<file path="src/rtl/uart_pkg.sv">
// Purpose: constants and state encoding shared by the UART transmitter and
//          receiver so that both ends agree on bit timing and frame layout.
// Contents: uart_state_e (IDLE/START/DATA/STOP/CLEANUP), default bit period,
//           data width and idle line level.
package uart_pkg;

  typedef enum logic [2:0] {
    IDLE    = 3'd0,
    START   = 3'd1,
    DATA    = 3'd2,
    STOP    = 3'd3,
    CLEANUP = 3'd4
  } uart_state_e;

  // 100 MHz system clock at 9600 baud
  localparam int  CLKS_PER_BIT_DEF = 10416;
  localparam int  UART_DATA_BITS   = 8;
  localparam logic LINE_IDLE       = 1'b1;

endpackage

</file>
<file path="src/rtl/licznik_baud.sv">
// Purpose: modulo-CLKS_PER_BIT counter marking UART bit boundaries.
// Ports:
//   clk_i   system clock
//   rst_i   synchronous active-high reset
//   clr_i   restart the count at 0 (wins over en_i)
//   en_i    advance the count
//   tick_o  high while enabled and the count is CLKS_PER_BIT-1 (last cycle of a bit)
module licznik_baud #(
  parameter int CLKS_PER_BIT = 4
) (
  input  logic clk_i,
  input  logic rst_i,
  input  logic clr_i,
  input  logic en_i,
  output logic tick_o
);

  localparam int            W    = $clog2(CLKS_PER_BIT);
  localparam logic [W-1:0]  LAST = W'(CLKS_PER_BIT - 1);

  logic [W-1:0] cnt_q, cnt_d;

  assign tick_o = en_i && (cnt_q == LAST);

  always_comb begin
    cnt_d = cnt_q;
    if (clr_i)       cnt_d = '0;
    else if (en_i)   cnt_d = (cnt_q == LAST) ? '0 : cnt_q + 1'b1;
  end

  always_ff @(posedge clk_i) begin
    if (rst_i) cnt_q <= '0;
    else       cnt_q <= cnt_d;
  end

endmodule

</file>
<file path="src/rtl/nadajnik.sv">
// Purpose: UART 8N1 transmitter (start bit, 8 data bits LSB-first, stop bit).
// Ports:
//   clk_i        system clock
//   rst_i        synchronous active-high reset; aborts any frame in flight
//   tx_start_i   send request, level-sampled in IDLE only
//   txData_i     byte to send, captured on the accept edge
//   TXD_o        registered serial line, idle high
//   txBUSY_o     high from the first start-bit cycle through CLEANUP
//   txWYSLANE_o  single-cycle pulse in CLEANUP when the frame is complete
//
// state   | meaning
// IDLE    | line high, waiting for tx_start_i
// START   | driving the start bit (low) for one bit period
// DATA    | driving data bit bit_idx_q for one bit period each
// STOP    | driving the stop bit (high) for one bit period
// CLEANUP | one cycle, done pulse, then back to IDLE
module nadajnik
  import uart_pkg::*;
#(
  parameter int CLKS_PER_BIT = CLKS_PER_BIT_DEF,
  parameter int DATA_BITS    = UART_DATA_BITS
) (
  input  logic                 clk_i,
  input  logic                 rst_i,
  input  logic                 tx_start_i,
  input  logic [DATA_BITS-1:0] txData_i,
  output logic                 TXD_o,
  output logic                 txBUSY_o,
  output logic                 txWYSLANE_o
);

  localparam int IW = $clog2(DATA_BITS);
  localparam logic [IW-1:0] LAST_BIT = IW'(DATA_BITS - 1);

  uart_state_e          state_q;
  logic [DATA_BITS-1:0] shift_q;
  logic [IW-1:0]        bit_idx_q;
  logic                 txd_q, busy_q, done_q;

  logic accept, baud_en, tick;

  assign accept  = (state_q == IDLE) && tx_start_i;
  assign baud_en = (state_q == START) || (state_q == DATA) || (state_q == STOP);

  licznik_baud #(.CLKS_PER_BIT(CLKS_PER_BIT)) u_baud (
    .clk_i  (clk_i),
    .rst_i  (rst_i),
    .clr_i  (accept),
    .en_i   (baud_en),
    .tick_o (tick)
  );

  always_ff @(posedge clk_i) begin
    if (rst_i) begin
      state_q   <= IDLE;
      shift_q   <= '0;
      bit_idx_q <= '0;
      txd_q     <= LINE_IDLE;
      busy_q    <= 1'b0;
      done_q    <= 1'b0;
    end else begin
      done_q <= 1'b0;
      case (state_q)
        IDLE: begin
          txd_q  <= LINE_IDLE;
          busy_q <= 1'b0;
          if (tx_start_i) begin
            shift_q   <= txData_i;
            bit_idx_q <= '0;
            txd_q     <= 1'b0;
            busy_q    <= 1'b1;
            state_q   <= START;
          end
        end
        START: begin
          if (tick) begin
            txd_q   <= shift_q[0];
            state_q <= DATA;
          end
        end
        DATA: begin
          // shift_q[0] is the bit on the line; the next one sits at [1]
          if (tick) begin
            if (bit_idx_q == LAST_BIT) begin
              txd_q   <= LINE_IDLE;
              state_q <= STOP;
            end else begin
              txd_q     <= shift_q[1];
              shift_q   <= shift_q >> 1;
              bit_idx_q <= bit_idx_q + 1'b1;
            end
          end
        end
        STOP: begin
          if (tick) begin
            done_q  <= 1'b1;
            state_q <= CLEANUP;
          end
        end
        CLEANUP: begin
          busy_q  <= 1'b0;
          state_q <= IDLE;
        end
        default: state_q <= IDLE;
      endcase
    end
  end

  assign TXD_o       = txd_q;
  assign txBUSY_o    = busy_q;
  assign txWYSLANE_o = done_q;

endmodule
</file>
<file path="config.mk">
export PLATFORM = sky130hd
export DESIGN_NAME = nadajnik
export DESIGN_NICKNAME = d
export VERILOG_FILES = /design/src/rtl/uart_pkg.sv /design/src/rtl/licznik_baud.sv /design/src/rtl/nadajnik.sv
export SDC_FILE = /design/constraint.sdc
export NUM_CORES = 1
export LEC_CHECK = 0
export CAP_MARGIN = 20
export CORE_ASPECT_RATIO = 0.8
export CORE_MARGIN = 10
export CORE_UTILIZATION = 30
export CTS_BUF_LIST = sky130_fd_sc_hd__clkbuf_8 sky130_fd_sc_hd__clkbuf_16
export CTS_CLUSTER_DIAMETER = 40
export DETAILED_ROUTE_END_ITERATION = 10
export GPL_TIMING_DRIVEN = 0
export MAX_ROUTING_LAYER = met4
export PLACE_DENSITY = 0.56
export SLEW_MARGIN = 10
export SYNTH_ARGS = -nofsm -noshare
export SYNTH_HDL_FRONTEND = slang
export SYNTH_SLANG_ARGS = --single-unit
</file>
<file path="constraint.sdc">
create_clock -name clk_i -period 2.2 [get_ports clk_i]
set_clock_uncertainty 0.15 [all_clocks]
set_input_delay 0.44 -clock clk_i [delete_from_list [all_inputs] [get_ports clk_i]]
set_output_delay 0.44 -clock clk_i [all_outputs]
set_load 0.01 [all_outputs]
</file>
==> flow_summary.toml, run 1 <==
[sta]
slew_violations = 0
fmax_mhz = 494
setup_viol = 0
hold_violations = 0
whs_ns = 0.328
fin_ws_ns = 0.176
max_slew.worst_pin.slew_ns = 0.485
max-slew-margin-rel = 0.677
fin_crit_sh = 0.920
period_needed_ns = 2.02
finalSetupTns_ns = 0

[routing]
drt_pass1_iterations = 5
drtIter0Drc = 141
route.detailed.drc = 0
finalWirelength_um = 4000
antenna_left = 0
via_per_inst = 5.49
wl_per_cell_um = 14.5
dr_total_vias = 1510

[flow_run]
max_cap_violations = 0

[global_routing]
grt_pass1_wl_um = 6850
grt_use_total = 0.0980
grt_overflow = 0
grt_max_degree = 11
antenna_found_initial = 0
grt_pass1_vias = 1355

[worst_setup_path]
crit_fanout = 10
slowest_stage = "nor4bb_1"
crit_chain = "nor4bb_1, nand4_1, o21ai_2, buf_2, a21oi_1"
r2r_cells = 5
crit_path_start = "u_baud.cnt_q[10]$_SDFFE_PP0N_"
endpoint = "u_baud.cnt_q[13]$_SDFFE_PP0N_"
reg2reg_slack_ns = 0.18
slowest_delay_ns = 0.37
required_ns = 2.21
path_class = "reg2reg"
startpoint_type = "register"
r2r-start = "u_baud.cnt_q[10]$_SDFFE_PP0N_"
endpoint_kind = "register"
cp.arrival_ns = 2.03
r2r_end = "u_baud.cnt_q[13]$_SDFFE_PP0N_"

[synthesis]
yosys-top-cells-count = "dfxtp_1, nand4_1, nand3_1"
yosysTopAreaCell = "dfxtp_1"
synth.area.top_cells = "dfxtp_1, nand4_1, nand3_1"
yosys_warnings = 0
synthDistinctLibCells = 44
ys_seq_area_frac = 0.391
synth_edf_count = 0
postSynthAreaPerCell_um2 = 8.32
async_reset_ff_frac = 0
syn-num-nets = 205
ys_ff_latch = 31
synth_top_area_share = 0.391
yosysMostFrequentCell = "dfxtp_1"
syn-cell-area_mm2 = 0.00159
ys.flop_type = "dfxtp_1"
netlist_instances = 191

[cells_and_area]
syn2layout_area_growth_pct = 20.0
nFillCells = 542
layout.nets = 226
final_cells = 275
drive_above_1_share = 0.0939
n_antenna_cell = 0

[die]
dieArea_mm2 = 0.00863
die-width_um = 101
dieHeight_um = 85.1
io_pins = 14
initial_core_util = 0.314
coreArea_mm2 = 0.00506
row_count = 23

[cts]
cts_tree = "done"
cts.htree.levels = 2
clockBufferDepth = 2
insertion_delay_ns = 0.28
root_buffer = "clkbuf_8"
cts_hold_buf = 0
cts.sinks = 31
path_clk_slew_ns = 0.06
cts_made_buffers = 5

[outcome]
run_status = "complete, no violations"

[power]
powerDensity_mw_per_mm2 = 623
power_mw = 1.19
ir_worst_vdd_mv = 0.250
leakage_nw = 0.609

[placed_design]
pre_cts_ws_ns = -0.331
gp_congestion = 0.844
dp.cells = 265
dp_hpwl_um = 2760
numPortBuffers = 12

[min_path]
min_path_type = "reg2reg"
worst min path at each step:
stage,start,to,slack (ns),cells after the start
floorplan,u_baud.cnt_q[13]$_SDFFE_PP0N_,u_baud.cnt_q[13]$_SDFFE_PP0N_,0.30,2
global route,u_baud.cnt_q[13]$_SDFFE_PP0N_,u_baud.cnt_q[13]$_SDFFE_PP0N_,0.35,2
CTS,u_baud.cnt_q[13]$_SDFFE_PP0N_,u_baud.cnt_q[13]$_SDFFE_PP0N_,0.33,2
detailed placement,u_baud.cnt_q[13]$_SDFFE_PP0N_,u_baud.cnt_q[13]$_SDFFE_PP0N_,0.33,2
finish,u_baud.cnt_q[13]$_SDFFE_PP0N_,u_baud.cnt_q[13]$_SDFFE_PP0N_,0.33,2
global placement,u_baud.cnt_q[13]$_SDFFE_PP0N_,u_baud.cnt_q[13]$_SDFFE_PP0N_,0.32,2
state kept, by name, indices dropped and copies added (netlist names):
signal        count
bit_idx_q         3
shift_q           8
state_q           3
txWYSLANE_o       1
txBUSY_o          1
TXD_o             1
u_baud.cnt_q     14
cells in the final DEF (no fill, tap or decap), types with 4 or more instances in the layout:
cell type / Yosys / final
dfxtp_1: 31 / 31
nand4_1: 18 / 18
nand3_1: 14 / 14
clkdlybuf4s50_1: 0 / 12
nor2_1: 11 / 11
nand2_1: 11 / 11
a21oi_1: 9 / 9
a31oi_1: 9 / 9
o21ai_0: 8 / 8
inv_1: 6 / 7
clkbuf_1: 8 / 7
a21boi_0: 7 / 7
clkbuf_8: 0 / 7
xnor2_1: 5 / 5
buf_2: 4 / 4
worst max-delay path, delay by kind of cell (launching register included):
kind                   cells  cell delay (ns)
AO/OA/AOI/OAI              2             0.42
buffers and inverters      1             0.28
flip-flops                 1             0.34
AND/OR/NAND/NOR            2             0.71
layout make-up:
| type | count | area (um^2) | share of cell area |
|---|---|---|---|
| buffer | 14 | 62.6 | 0.0328 |
| clock buffer | 7 | 96.3 | 0.0505 |
| clock inverter | 1 | 3.75 | 0.00197 |
| inverter | 6 | 22.5 | 0.0118 |
| multi-input combinational | 140 | 888 | 0.466 |
| sequential | 31 | 621 | 0.325 |
| tap | 62 | 77.6 | 0.0407 |
| timing repair buffer | 14 | 135 | 0.0709 |
timing repair:
item / CTS / global route
buffers inserted: 0 / 2
pin swaps: 0 / 1
setup endpoints to repair: 1 / 13
cloned: 0 / 0
gates resized for setup: 1 / 1
cell families after synthesis:
group           Yosys count  share of synthesized area
simple gates             80                      0.285
flops                    31                      0.391
fa+ha+maj                 4                     0.0299
xor+xnor                  8                     0.0441
compound gates           48                      0.198
buf+inv                  20                     0.0528
layer usage:
layer	wire [um]	global-route usage	share of wire	vias to the layer above
met3	164	0.0227	0.041	4
met2	1700	0.125	0.43	35
met5	0	-	0	-
li1	-	-	-	761
met1	2080	0.142	0.52	710
met4	50	0.0379	0.013	0
power by group:
group | internal, mW | total [mW] | switching [mW]
Combinational | 0.0530 | 0.111 | 0.0584
Clock | 0.281 | 0.492 | 0.211
Sequential | 0.576 | 0.586 | 0.00974
stage by stage:
step / area (um^2) / util
2_1_floorplan: 1590 / -
3_3_place_gp: 1790 / 0.353
3_5_place_dp: 1790 / 0.353
4_1_cts: 1890 / 0.373
5_1_grt: 1910 / 0.376
6_report: 1910 / 0.376
No activity file was read; power rests on OpenSTA's default activity.
==> inputs of run 2 (changes only) <==
--- a/config.mk
+++ b/config.mk
@@ -10,11 +10,11 @@
 export CORE_MARGIN = 10
 export CORE_UTILIZATION = 30
 export CTS_BUF_LIST = sky130_fd_sc_hd__clkbuf_8 sky130_fd_sc_hd__clkbuf_16
-export CTS_CLUSTER_DIAMETER = 40
+export CTS_CLUSTER_DIAMETER = 120
 export DETAILED_ROUTE_END_ITERATION = 10
 export GPL_TIMING_DRIVEN = 0
 export MAX_ROUTING_LAYER = met4
-export PLACE_DENSITY = 0.56
+export PLACE_DENSITY_LB_ADDON = 0.3
 export SLEW_MARGIN = 10
 export SYNTH_ARGS = -nofsm -noshare
 export SYNTH_HDL_FRONTEND = slang
==> constraint.sdc (replaced) <==
create_clock -name clk_i -period 1.91 [get_ports clk_i]
set_clock_uncertainty 0.15 [all_clocks]
set_input_delay 0.382 -clock clk_i [delete_from_list [all_inputs] [get_ports clk_i]]
set_output_delay 0.382 -clock clk_i [all_outputs]
set_load 0.01 [all_outputs]
==> flow_summary.toml, run 2 (synthesized netlist as in run 1, its figures left out) <==
[placed_design]
dp.cells = 265
numPortBuffers = 12
pre_cts_ws_ns = -0.587
gp_congestion = 0.820
dp_hpwl_um = 2760

[worst_setup_path]
r2r_end = "TXD_o$_SDFFE_PP1P_"
cp.arrival_ns = 1.88
slowest_delay_ns = 0.35
crit_family = "simple AND/OR/NAND/NOR gates"
r2r-start = "u_baud.cnt_q[8]$_SDFFE_PP0N_"
r2r_cells = 5
crit_fanout = 5
path_class = "reg2reg"
startpoint_type = "register"
required_ns = 1.93
reg2reg_slack_ns = 0.05
crit_chain = "nor4b_2, nand4_1, buf_4, maj3_1, a2bb2oi_1"
slowest_stage = "dfxtp_2"
cp_num_buf_inv = 1
endpoint_kind = "register"

[sta]
fmax_mhz = 536
max-slew-margin-rel = 0.660
max_slew.worst_pin.slew_ns = 0.511
fin_ws_ns = 0.0453
hold_violations = 0
rsz0062_at_grt = "true"
slew_violations = 0
period_needed_ns = 1.86
fin_crit_sh = 0.976
setup_viol = 0
finalSetupTns_ns = 0

[die]
row_count = 23
dieArea_mm2 = 0.00863
die-width_um = 101
coreArea_mm2 = 0.00506
dieHeight_um = 85.1
io_pins = 14
initial_core_util = 0.314

[cts]
insertion_delay_ns = 0.28
clockBufferDepth = 2
cts_hold_buf = 0
cts_made_buffers = 5
root_buffer = "clkbuf_8"
cts.sinks = 31
cts.htree.levels = 2
cts_tree = "done"
path_clk_slew_ns = 0.07

[power]
leakage_nw = 0.663
ir_worst_vdd_mv = 0.377
powerDensity_mw_per_mm2 = 731

[cells_and_area]
top_regs = "u_baud.cnt_q (14), shift_q (8)"
nFillCells = 521
layout.nets = 232
largest_register_ffs = 14
n_antenna_cell = 0
top_register = "u_baud.cnt_q"
final_cells = 281
final_util = 0.401
syn2layout_area_growth_pct = 28.0
drive_above_1_share = 0.187
final_common_cell = "dfxtp_1"
layout_common_cells = "dfxtp_1, nand4_1, nand3_1"

[routing]
route.detailed.drc = 0
via_per_inst = 5.35
antenna_left = 0
drtIter0Drc = 100
drt_pass1_iterations = 4
dr_total_vias = 1504
finalWirelength_um = 4050
wl_per_cell_um = 14.4

[global_routing]
grt_pass1_vias = 1372
antenna_found_initial = 0
grt_overflow = 0
grt_pass1_wl_um = 6800
grt_max_degree = 12
grt_use_total = 0.0973

[outcome]
run_status = "complete, no violations"

[min_path]
hold_end = "bit_idx_q[2]$_SDFFE_PP0P_"
hold_depth = 2
min_path_type = "reg2reg"
hold_start = "bit_idx_q[2]$_SDFFE_PP0P_"

[flow_run]
max_cap_violations = 0
==> run 2: worst max path at each step <==
| stage | end | start | cells past startpoint |
|---|---|---|---|
| after floorplan | u_baud.cnt_q[0]$_SDFFE_PP0N_ | u_baud.cnt_q[0]$_SDFFE_PP0N_ | 6 |
| after global placement | shift_q[7]$_SDFFE_PP0P_ | tx_start_i | 5 |
| after detailed placement | shift_q[7]$_SDFFE_PP0P_ | tx_start_i | 5 |
| after CTS | TXD_o$_SDFFE_PP1P_ | u_baud.cnt_q[4]$_SDFFE_PP0N_ | 5 |
| after global routing | TXD_o$_SDFFE_PP1P_ | u_baud.cnt_q[11]$_SDFFE_PP0N_ | 5 |
| final | TXD_o$_SDFFE_PP1P_ | u_baud.cnt_q[8]$_SDFFE_PP0N_ | 5 |
==> run 2: layer usage <==
layer,share of wire,vias to the layer above,wire length [um],track usage
met5,0,-,0,-
met4,0.014,0,56,0.0341
met3,0.039,5,159,0.0227
met2,0.41,31,1650,0.124
met1,0.54,691,2180,0.142
li1,-,777,-,-
==> run 2: worst register-to-register path: cells and delay by family (launching register included) <==
| family | cells | cell delay [ns] |
|---|---|---|
| AND/OR/NAND/NOR | 2 | 0.56 |
| flip-flops | 1 | 0.35 |
| adder cells (fa/ha/maj) | 1 | 0.34 |
| buffers and inverters | 1 | 0.22 |
| AO/OA/AOI/OAI | 1 | 0.13 |
==> run 2: cell type report <==
| cell class | instances | area (um^2) | share of cell area |
|---|---|---|---|
| buffer | 13 | 63.8 | 0.0314 |
| tap | 62 | 77.6 | 0.0382 |
| sequential | 31 | 628 | 0.309 |
| inverter | 6 | 22.5 | 0.0111 |
| clock buffer | 6 | 82.6 | 0.0406 |
| multi-input combinational | 140 | 933 | 0.459 |
| timing repair buffer | 21 | 190 | 0.0935 |
| clock inverter | 2 | 35.0 | 0.0172 |
==> run 2: stage by stage <==
| step | hold slack, ns | total power, mW | instance area [um^2] |
|---|---|---|---|
| after floorplan | 0.297 | 0.762 | 1590 |
| after global placement | 0.320 | 0.811 | 1790 |
| after detailed placement | 0.321 | 0.813 | 1790 |
| after CTS | 0.335 | 1.49 | 1990 |
| after global routing | 0.345 | 1.54 | 2030 |
| final | 0.329 | 1.49 | 2030 |
==> run 2: power by group <==
group / internal [mW] / switching (mW) / leakage (nW)
sequential: 0.664 / 0.0125 / 0.255
combinational: 0.0681 / 0.0714 / 0.347
clock: 0.422 / 0.248 / 0.0612
total: 1.15 / 0.332 / 0.663
==> run 2: what timing repair did <==
action | in CTS | in global routing
endpoints found under the setup margin | 22 | 30
hold endpoints to repair | 0 | 0
pin swaps | 4 | 3
setup buffers | 6 | 3
resized for setup | 11 | 13
==> inputs of run 3 (changes only) <==
--- a/config.mk
+++ b/config.mk
@@ -5,16 +5,17 @@
 export SDC_FILE = /design/constraint.sdc
 export NUM_CORES = 1
 export LEC_CHECK = 0
-export CAP_MARGIN = 20
 export CORE_ASPECT_RATIO = 0.8
 export CORE_MARGIN = 10
 export CORE_UTILIZATION = 30
 export CTS_BUF_LIST = sky130_fd_sc_hd__clkbuf_8 sky130_fd_sc_hd__clkbuf_16
 export CTS_CLUSTER_DIAMETER = 120
+export CTS_CLUSTER_SIZE = 14
 export DETAILED_ROUTE_END_ITERATION = 10
 export GPL_TIMING_DRIVEN = 0
 export MAX_ROUTING_LAYER = met4
 export PLACE_DENSITY_LB_ADDON = 0.3
+export SETUP_SLACK_MARGIN = 0.2
 export SLEW_MARGIN = 10
 export SYNTH_ARGS = -nofsm -noshare
 export SYNTH_HDL_FRONTEND = slang
==> flow_summary.toml, run 3 (synthesized netlist as in run 1, its figures left out) <==
[outcome]
run_status = "complete, no violations"

[sta]
whs_ns = 0.335
finalSetupTns_ns = 0
setup_viol = 0
period_needed_ns = 1.75
hold_violations = 0
fin_crit_sh = 0.915
slew_violations = 0
rsz0062_at_grt = "true"
max-slew-margin-rel = 0.689
fin_ws_ns = 0.162
fmax_mhz = 572
max_slew.worst_pin.slew_ns = 0.467

[routing]
dr_total_vias = 1606
drtIter0Drc = 114
wl_met3_um = 167
wl_met2_um = 1790
wl_per_cell_um = 14.9
drt_pass1_iterations = 4
finalWirelength_um = 4370
top_layer = "met4"
via_per_inst = 5.48
route.detailed.drc = 0
wl_met1_um = 2340
antenna_left = 0

[power]
clkPwrFrac = 0.443
p_int_mw = 1.17
power_frac_comb = 0.113
pwr-share-seq = 0.444
power_switching_uw = 343
p_sw_frac = 0.227
power_mw = 1.51
powerDensity_mw_per_mm2 = 668
ir_worst_vdd_mv = 0.383
leakage_nw = 0.773

[placed_design]
dp_hpwl_um = 2760
pre_cts_ws_ns = -0.587
dp.cells = 265
numPortBuffers = 12
place_area_mm2 = 0.00179
gp_congestion = 0.820

[worst_setup_path]
r2r_cells = 7
endpoint = "TXD_o$_SDFFE_PP1P_"
path_class = "reg2reg"
crit_family = "adder cells"
crit_path_start = "u_baud.cnt_q[1]$_SDFFE_PP0N_"
slowest_stage = "dfxtp_2"
required_ns = 1.93
crit_fanout = 4
slowest_delay_ns = 0.36
startpoint_type = "register"
endpoint_kind = "register"
r2r-start = "u_baud.cnt_q[1]$_SDFFE_PP0N_"
cp_num_buf_inv = 2
reg2reg_slack_ns = 0.16
cp_common_cell = "buf_6"
cp.arrival_ns = 1.77
path_depth = 7
r2r_end = "TXD_o$_SDFFE_PP1P_"
crit_chain = "ha_4, and2_4, nand4_1, buf_6, buf_6, maj3_2, a2bb2oi_2"

[cells_and_area]
top_register = "u_baud.cnt_q"
n_antenna_cell = 0
design_area_mm2 = 0.00227
nFillCells = 487
layout_common_cells = "nand4_1, buf_4, dfxtp_1, nand3_1"
multiInputGateArea_mm2 = 0.00102
seqCellArea_um2 = 646
syn2layout_area_growth_pct = 42.8
final_cells = 293
largest_register_ffs = 14
layout.nets = 244
top_regs = "u_baud.cnt_q (14), shift_q (8)"
drive_above_1_share = 0.325
final_util = 0.448

[global_routing]
antenna_found_initial = 0
grt_overflow = 0
grt_pass1_vias = 1418
grt_max_degree = 11
grt_use_total = 0.101
grt_pass1_wl_um = 6990

[die]
initial_core_util = 0.314
dieArea_mm2 = 0.00863
row_count = 23
io_pins = 14
die-width_um = 101
dieHeight_um = 85.1
coreArea_mm2 = 0.00506

[cts]
root_buffer = "clkbuf_8"
cts_tree = "done"
cts.htree.levels = 2
path_clk_slew_ns = 0.07
cts_made_buffers = 5
clockBufferDepth = 2
cts_hold_buf = 0
cts.sinks = 31
insertion_delay_ns = 0.28

[min_path]
hold_depth = 2
min_path_type = "reg2reg"

[flow_run]
max_cap_violations = 0
## run 3: cell types whose count changed in the layout (fill, tap and decap cells not counted), moves of 2 or more
cell / before / now
buf_6: 0 / 6
clkdlybuf4s50_1: 11 / 9
a21boi_1: 1 / 4
clkbuf_1: 4 / 1
o21ai_0: 8 / 6
buf_2: 3 / 1
dfxtp_4: 0 / 3
dfxtp_2: 6 / 11
dfxtp_1: 25 / 17
ha_1: 2 / 0
clkbuf_4: 0 / 2
buf_4: 11 / 18
a21boi_0: 6 / 3
## run 3: worst reg2reg max path: cells and delay by family, from the launching register on
| family | cells | cell delay, ns |
|---|---|---|
| buffers and inverters | 2 | 0.27 |
| flip-flops | 1 | 0.36 |
| adder cells (fa/ha/maj) | 2 | 0.44 |
| AND/OR/NAND/NOR | 2 | 0.28 |
| AO/OA/AOI/OAI | 1 | 0.13 |
## run 3: how the worst min path moves through the flow
stage | end | slack (ns) | start
after floorplan | u_baud.cnt_q[13]$_SDFFE_PP0N_ | 0.30 | u_baud.cnt_q[13]$_SDFFE_PP0N_
after global placement | bit_idx_q[2]$_SDFFE_PP0P_ | 0.32 | bit_idx_q[2]$_SDFFE_PP0P_
after detailed placement | u_baud.cnt_q[1]$_SDFFE_PP0N_ | 0.32 | u_baud.cnt_q[1]$_SDFFE_PP0N_
after CTS | u_baud.cnt_q[13]$_SDFFE_PP0N_ | 0.33 | u_baud.cnt_q[13]$_SDFFE_PP0N_
after global routing | u_baud.cnt_q[1]$_SDFFE_PP0N_ | 0.36 | u_baud.cnt_q[1]$_SDFFE_PP0N_
final | txBUSY_o$_SDFFE_PP0P_ | 0.33 | txBUSY_o$_SDFFE_PP0P_
## run 3: what timing repair did
| action | in CTS | in global routing |
|---|---|---|
| cloned | 0 | 1 |
| buffers inserted | 13 | 6 |
| gates resized for setup | 34 | 45 |
| pin swaps | 6 | 9 |
| endpoints found under the setup margin | 32 | 29 |
## run 3: area by class of cell
class                      count  area share
clock inverter                 2      0.0154
clock buffer                   6      0.0364
buffer                        14      0.0458
tap                           62      0.0342
timing repair buffer          32       0.126
sequential                    31       0.285
multi-input combinational    140       0.448
inverter                       6     0.00993
## run 3: per-layer routing
| metal | global-route usage | vias up |
|---|---|---|
| li1 | - | 801 |
| met1 | 0.147 | 758 |
| met2 | 0.127 | 37 |
| met3 | 0.0235 | 10 |
| met4 | 0.0405 | 0 |
| met5 | - | - |
## run 3: power by group through the flow
stage	Combinational, mW	Clock (mW)	Sequential, mW
6_report	0.171	0.670	0.673
5_1_grt	0.186	0.713	0.675
4_1_cts	0.147	0.680	0.672
3_5_place_dp	0.124	0	0.689
3_3_place_gp	0.122	0	0.689
2_1_floorplan	0.0742	0	0.688
